## src/rtl/sd_pkg.sv

```systemverilog
// Shared definitions for the SD-card SPI response path: receiver states and
// default R1 framing limits.
package sd_pkg;

  typedef enum logic [2:0] {
    IDLE,
    WAIT_START,
    RECEIVE,
    DONE,
    TIMEOUT
  } sd_state_t;

  localparam int R1_BITS         = 8;
  localparam int NCR_MAX_DEFAULT = 64;

endpackage

```

## src/rtl/sd_response_if.sv

```systemverilog
// Bundle between the SD init/read controller (master) and the response
// receiver (slave): arm flag, card MISO line and the decoded R1 result.
interface sd_response_if
  import sd_pkg::*;
#(
  parameter int RESP_BITS = R1_BITS
);

  logic                 flag;
  logic                 response;
  logic                 receive_state;
  logic [RESP_BITS-1:0] resp_data;
  logic                 resp_valid;
  logic                 resp_timeout;

  modport master (
    output flag,
    output response,
    input  receive_state,
    input  resp_data,
    input  resp_valid,
    input  resp_timeout
  );

  modport slave (
    input  flag,
    input  response,
    output receive_state,
    output resp_data,
    output resp_valid,
    output resp_timeout
  );

endinterface

```

## src/rtl/sd_response.sv

```systemverilog
// SPI-mode SD command-response receiver: waits up to NCR_MAX cycles for the
// start bit on MISO, then shifts in an R1 response MSB-first.
module sd_response
  import sd_pkg::*;
#(
  parameter int RESP_BITS = R1_BITS,
  parameter int NCR_MAX   = NCR_MAX_DEFAULT
) (
  input  logic          clk,
  input  logic          rst,
  sd_response_if.slave  bus
);

  localparam int WAIT_W = (NCR_MAX > 1) ? $clog2(NCR_MAX) : 1;
  localparam int BIT_W  = $clog2(RESP_BITS);
  localparam logic [WAIT_W-1:0] WAIT_LAST = WAIT_W'(NCR_MAX - 1);
  localparam logic [BIT_W-1:0]  BIT_LAST  = BIT_W'(RESP_BITS - 1);
  localparam logic [BIT_W-1:0]  BIT_FIRST = BIT_W'(1);

  sd_state_t              state;
  logic [WAIT_W-1:0]      wait_cnt;
  logic [BIT_W-1:0]       bit_cnt;
  // The start bit is implied (always 0), so only RESP_BITS-1 bits are held.
  logic [RESP_BITS-2:0]   shreg;
  logic [RESP_BITS-1:0]   resp_data_q;

  always_ff @(posedge clk) begin
    if (rst) begin
      state       <= IDLE;
      wait_cnt    <= '0;
      bit_cnt     <= '0;
      shreg       <= '0;
      resp_data_q <= '0;
    end else begin
      case (state)
        IDLE: begin
          if (bus.flag) begin
            state    <= WAIT_START;
            wait_cnt <= '0;
          end
        end
        WAIT_START: begin
          if (!bus.response) begin
            shreg   <= '0;
            bit_cnt <= BIT_FIRST;
            state   <= RECEIVE;
          end else if (wait_cnt == WAIT_LAST) begin
            state <= TIMEOUT;
          end else begin
            wait_cnt <= wait_cnt + 1'b1;
          end
        end
        RECEIVE: begin
          shreg   <= {shreg[RESP_BITS-3:0], bus.response};
          bit_cnt <= bit_cnt + 1'b1;
          if (bit_cnt == BIT_LAST) begin
            resp_data_q <= {shreg, bus.response};
            state       <= DONE;
          end
        end
        DONE, TIMEOUT: begin
          state <= IDLE;
        end
        default: begin
          state <= IDLE;
        end
      endcase
    end
  end

  assign bus.receive_state = (state == RECEIVE);
  assign bus.resp_valid    = (state == DONE);
  assign bus.resp_timeout  = (state == TIMEOUT);
  assign bus.resp_data     = resp_data_q;

endmodule

```

## src/flat_wrapper.sv

```systemverilog
// flat-port wrapper written by rule: the top's interface ports become plain ports
module sd_response_flat import sd_pkg::*;
#(
  parameter int RESP_BITS = R1_BITS,
  parameter int NCR_MAX   = NCR_MAX_DEFAULT
)
  (clk, rst, bus_flag, bus_response, bus_receive_state, bus_resp_data, bus_resp_valid, bus_resp_timeout);
  sd_response_if #(.RESP_BITS(RESP_BITS)) bus_i ();
  input  logic clk;
  input  logic rst;
  input wire logic [$bits(bus_i.flag)-1:0] bus_flag;
  input wire logic [$bits(bus_i.response)-1:0] bus_response;
  output wire logic [$bits(bus_i.receive_state)-1:0] bus_receive_state;
  output wire logic [$bits(bus_i.resp_data)-1:0] bus_resp_data;
  output wire logic [$bits(bus_i.resp_valid)-1:0] bus_resp_valid;
  output wire logic [$bits(bus_i.resp_timeout)-1:0] bus_resp_timeout;
  assign bus_i.flag = bus_flag;
  assign bus_i.response = bus_response;
  assign bus_receive_state = bus_i.receive_state;
  assign bus_resp_data = bus_i.resp_data;
  assign bus_resp_valid = bus_i.resp_valid;
  assign bus_resp_timeout = bus_i.resp_timeout;
  sd_response #(.RESP_BITS(RESP_BITS), .NCR_MAX(NCR_MAX)) u_core (.clk(clk), .rst(rst), .bus(bus_i));
endmodule
```

## config.mk

```make
export PLATFORM = sky130hd
export DESIGN_NAME = sd_response_flat
export DESIGN_NICKNAME = d
export VERILOG_FILES = /design/src/rtl/sd_pkg.sv /design/src/rtl/sd_response_if.sv /design/src/rtl/sd_response.sv /design/src/flat_wrapper.sv
export SDC_FILE = /design/constraint.sdc
export NUM_CORES = 1
export LEC_CHECK = 0
export BUFFER_PORTS_ARGS = -buffer_cell sky130_fd_sc_hd__buf_4
export CORE_MARGIN = 1
export CORE_UTILIZATION = 30
export CTS_BUF_LIST = sky130_fd_sc_hd__clkbuf_8
export CTS_CLUSTER_SIZE = 12
export DETAILED_ROUTE_END_ITERATION = 16
export HOLD_SLACK_MARGIN = 0.06
export PLACE_DENSITY = 0.47
export SLEW_MARGIN = 30
export SYNTH_ARGS = -nofsm -noshare
export SYNTH_HDL_FRONTEND = slang
export SYNTH_SLANG_ARGS = --single-unit
```

## constraint.sdc

```tcl
create_clock -name clk -period 1.8 [get_ports clk]
set_clock_uncertainty 0.2 [all_clocks]
set_input_delay 0.36 -clock clk [delete_from_list [all_inputs] [get_ports clk]]
set_output_delay 0.36 -clock clk [all_outputs]
set_load 0.01 [all_outputs]
```

Word-level counts from Yosys, hierarchy flattened
Index checks and enable logic that the tools add are counted.
Widths: inputs -> output; s select.
- output and inout port bits: 11
- bits of input ports: 4
- flip-flop bits (word level): 27
- muxes and demuxes: 13
- reductions and logical operators: 7
- eq/ne operators: 12
- add/subtract/negate cells: 2
- operators by type and width (operator ; number):
    $mux 6 ; 3
    $mux 3 ; 5
    $pmux 7 s2 ; 1
    $pmux 6 s2 ; 1
    $pmux 3 s3 ; 1
    $ne 2x2->1 const B ; 4
    $mux 7 ; 1
    $add 6x1->6 const B ; 1
    $eq 3x2->1 const B ; 2
    $eq 3x3->1 const B ; 2
    $eq 6x6->1 const B ; 1
    $pmux 3 s2 ; 1
    $reduce_and 2->1 ; 2
    $reduce_and 4->1 ; 1
    $reduce_bool 2->1 ; 2
    $add 3x1->3 const B ; 1
    $eq 3x1->1 const B ; 1
    $logic_not 3->1 ; 1
    $ne 3x2->1 const B ; 1
    $reduce_and 3->1 ; 1
    $ne 2x1->1 const B ; 1

Logic depth before layout (Yosys ltp)
- depth in word-level cells: 4
- depth in mapped cells: 6
- gate-level depth less buffers: 5

Worst setup path before layout
No wires, ideal clock.
- path type: in2reg
- start: input rst
- end: register u_core.wait_cnt[3]
- slack: 189 ps
- data arrival time: 1337 ps
- stages on the path: 5
- cell sequence: clkbuf_2 nor4b_4 o211ai_1 or3_1 o21ai_0
- RTL lines (element ; RTL line ; text):
    start: declaration ; flat_wrapper.sv:10 ; input logic rst;
    end signal: assignment ; sd_response.sv:50 ; wait_cnt <= wait_cnt + 1'b1;
    end: declaration ; sd_response.sv:21 ; logic [WAIT_W-1:0] wait_cnt;

Worst setup path after layout
- start: register u_core.state[0]
- end: output bus_resp_timeout
- cells in the longest elaborated chain, start to end: 1
- ends and longest elaborated chain (element ; RTL line ; text):
    start: declaration ; sd_response.sv:20 ; sd_state_t state;
    start signal: assignment ; sd_response.sv:29 ; state <= IDLE;
    start signal: assignment ; sd_response.sv:38 ; state <= WAIT_START;
    start signal: assignment ; sd_response.sv:46 ; state <= RECEIVE;
    $eq 3x3->1 ; sd_response.sv:73 ; assign bus.resp_timeout = (state == TIMEOUT);
    end: declaration ; flat_wrapper.sv:16 ; output wire logic [$bits(bus_i.resp_timeout)-1:0] bus_resp_timeout;
No other way between the ends.

==> flow_summary.json <==
{
  "routed_wire_length_per_instance_um": 12.4,
  "final_layout_size_suffix_gt1_share_pct": 23.8,
  "first_pass_iters": 4,
  "mappedNetlistNets": 141,
  "starting_density_pct": 31.8,
  "cts-root-to-sink-buffers": 2,
  "reg2reg_depth": 4,
  "ys_seq_area_share_pct": 45.7,
  "final.min_clock_period_ns": 1.70,
  "areaGrowthSynthToFinish_pct": 19.9,
  "die-height_um": 64.8,
  "worst_ep_required_time_ns": 1.24,
  "grt-ovfl-total": 0,
  "placed_cell_area_um2": 1340,
  "core.rowCount": 22,
  "tritoncts": "built",
  "remaining_design_rule_violation_count": 0,
  "critPathLaunchType": "flop",
  "route.final.wire_length_um": 2460,
  "core_um2": 3720,
  "synth.top_cell.area_share_pct": 45.7,
  "ys.warnings.count": 0,
  "hold_slack_ns": 0.189,
  "slew_violations": 0,
  "ios": 15,
  "die-width_um": 64.8,
  "netlist_area_um2": 1180,
  "hold_viol_final": 0,
  "gp_congestion": 0.769,
  "maximum_vdd_drop_mv": 0.229,
  "detailedPlacementHpwl_um": 1720,
  "yosysUniqueCellTypes": 32,
  "number_of_buffers_inserted_during_clock_tree_synthesis": 3,
  "antenna_cells_inserted": 0,
  "power.static_leakage_uw": 0.000511,
  "fraction_of_the_cycle_the_final_worst_path_needs_pct": 94.6,
  "critPathCaptureType": "output pin",
  "rsz0062_at_grt": "true",
  "antenna_violations_before_repair": 0,
  "detailroute.via_count": 990,
  "power_density_nw_per_um2": 751,
  "syn_avg_cell_area_um2": 8.82,
  "globalRouteTotalUtil_pct": 14.2,
  "number_of_h_tree_levels": 1,
  "hold_depth": 4,
  "fp.dieArea_um2": 4200,
  "post-route-cell-area_um2": 1420,
  "nets": 159,
  "n_fill_cell": 400,
  "synth_largest_area_cell": "sky130_fd_sc_hd__dfxtp_1",
  "worst_slew_margin_rel_pct": 74.6,
  "drt_first_iter_violations": 48,
  "tightestPinTransition_ns": 0.381,
  "clk-insertion-delay-late_ns": 0.27,
  "crit_fanout": 8,
  "finalSetupViolCount": 0,
  "worst_setup_hold_path_clk_slew_ns": 0.10,
  "fin_total_pwr_uw": 1060,
  "post_synth_inst_count": 134,
  "grt_pass1_vias": 991,
  "grt_first_pass_wirelength_um": 4600,
  "final_core_util_pct": 38.1,
  "synth-async-reset-ratio_pct": 0,
  "drtAntennaViolNets": 0,
  "grt_max_degree": 27,
  "status": "completed",
  "fmaxAchievable_ghz": 0.587,
  "clock-sinks": 27,
  "clockRootBuffer": "sky130_fd_sc_hd__clkbuf_8",
  "postCtsHoldBufs": 0,
  "synth-edff-count": 0,
  "avgViaCountPerCell": 4.97,
  "cp_data_arrival_time_ns": 1.14,
  "critical_path_class": "reg -> out",
  "top_ff_cell_synth": "sky130_fd_sc_hd__dfxtp_1",
  "hold_path.class": "in -> reg",
  "timing.max_cap.violations": 0,
  "synth_top_cells_by_area": "sky130_fd_sc_hd__dfxtp_1 (46%), sky130_fd_sc_hd__nand2_1 (7.9%), sky130_fd_sc_hd__a22oi_1 (5.1%)",
  "fin_tns_setup_ns": 0,
  "port_buffers": 14,
  "postSynthRegisterBits": 27
}
-- final timing paths --
path	start	to	slack (ns)
worst max-delay path	u_core.state[0]	bus_resp_timeout	0.1
worst max register to register	u_core.state[2]	u_core.wait_cnt[3]	0.15
worst min register to register	u_core.bus.resp_data[4]	u_core.bus.resp_data[4]	0.26
worst min-delay path	rst	u_core.wait_cnt[1]	0.19
-- cell usage in the layout (no fill, tap or decap), drive strengths merged --
cell	instances
mux2i	2
nor3b	3
dfxtp	27
o21bai	1
ha	3
o22a	1
clkbuf	3
clkinvlp	1
nor2b	1
and3b	1
a31oi	2
nor3	1
nor4b	1
a22oi	8
a221oi	1
o211ai	4
o41a	1
nor2	11
o22ai	1
o21ai	5
and3	1
mux2	2
nand2	25
or4b	1
or3	1
buf	21
nand2b	6
or2	1
a21oi	11
nand3	3
and2	1
-- worst max-delay path, stage by stage (launching register included) --
cell,delay [ns]
sky130_fd_sc_hd__dfxtp_2,0.37
sky130_fd_sc_hd__buf_4,0.15
sky130_fd_sc_hd__nor3b_1,0.20
sky130_fd_sc_hd__buf_4,0.15
-- where the power goes --
part / total [uW] / switching (uW) / internal, uW
Combinational: 94.3 / 48.1 / 46.1
Sequential: 617 / 11.8 / 605
Clock: 353 / 196 / 157
-- cells by family after synthesis --
group	count (synthesis)	synth area share, %
and+or+nand+nor	57	24.4
DFF	27	45.7
AOI/OAI and AO/OA	35	19.4
muxes	4	3.60
adders and majority gates	3	3.17
buffers and inverters	8	3.70
-- metal layers --
layer / track usage (%) / vias to the layer above / wire length, um
met5: 0 / - / 0
met4: 5.83 / 0 / 20
met2: 21.9 / 10 / 1150
met3: 2.99 / 2 / 63
met1: 18.9 / 465 / 1230
li1: - / 513 / -
-- synthesized netlist by cell type (3+ instances only) --
| cell | n |
|---|---|
| sky130_fd_sc_hd__o21ai_0 | 5 |
| sky130_fd_sc_hd__nor3b_1 | 3 |
| sky130_fd_sc_hd__a21oi_1 | 11 |
| sky130_fd_sc_hd__ha_1 | 3 |
| sky130_fd_sc_hd__nand2_1 | 25 |
| sky130_fd_sc_hd__nand3_1 | 3 |
| sky130_fd_sc_hd__nor2_1 | 11 |
| sky130_fd_sc_hd__nand2b_1 | 6 |
| sky130_fd_sc_hd__a22oi_1 | 8 |
| sky130_fd_sc_hd__buf_2 | 4 |
| sky130_fd_sc_hd__dfxtp_1 | 27 |
| sky130_fd_sc_hd__o211ai_1 | 4 |
-- through the flow --
stage	setup WS, ns	cells
2_1_floorplan	0.189	134
3_3_place_gp	0.0889	193
3_5_place_dp	0.0413	193
4_1_cts	0.0342	199
5_1_grt	-0.00697	199
6_report	0.0975	199
-- cell type report --
cell class,instances,area (um^2),share of cell area [%]
clock inverter,1,7.51,0.530
multi-input combinational,99,602,42.5
sequential,27,549,38.7
clock buffer,3,41.3,2.91
tap,48,60.1,4.24
timing repair buffer,21,158,11.1
-- flip-flops by register name, summed over array words and instances (netlist names) --
| name | cells |
|---|---|
| u_core.bit_cnt | 3 |
| u_core.bus.resp_data | 8 |
| u_core.shreg | 7 |
| u_core.state | 3 |
| u_core.wait_cnt | 6 |
-- timing repair --
item,CTS,global route
endpoints found under the setup margin,1,8
resized for setup,3,5
pin swaps,0,1
buffers inserted,2,0
Note: power is estimated with default switching activity, not from simulation.
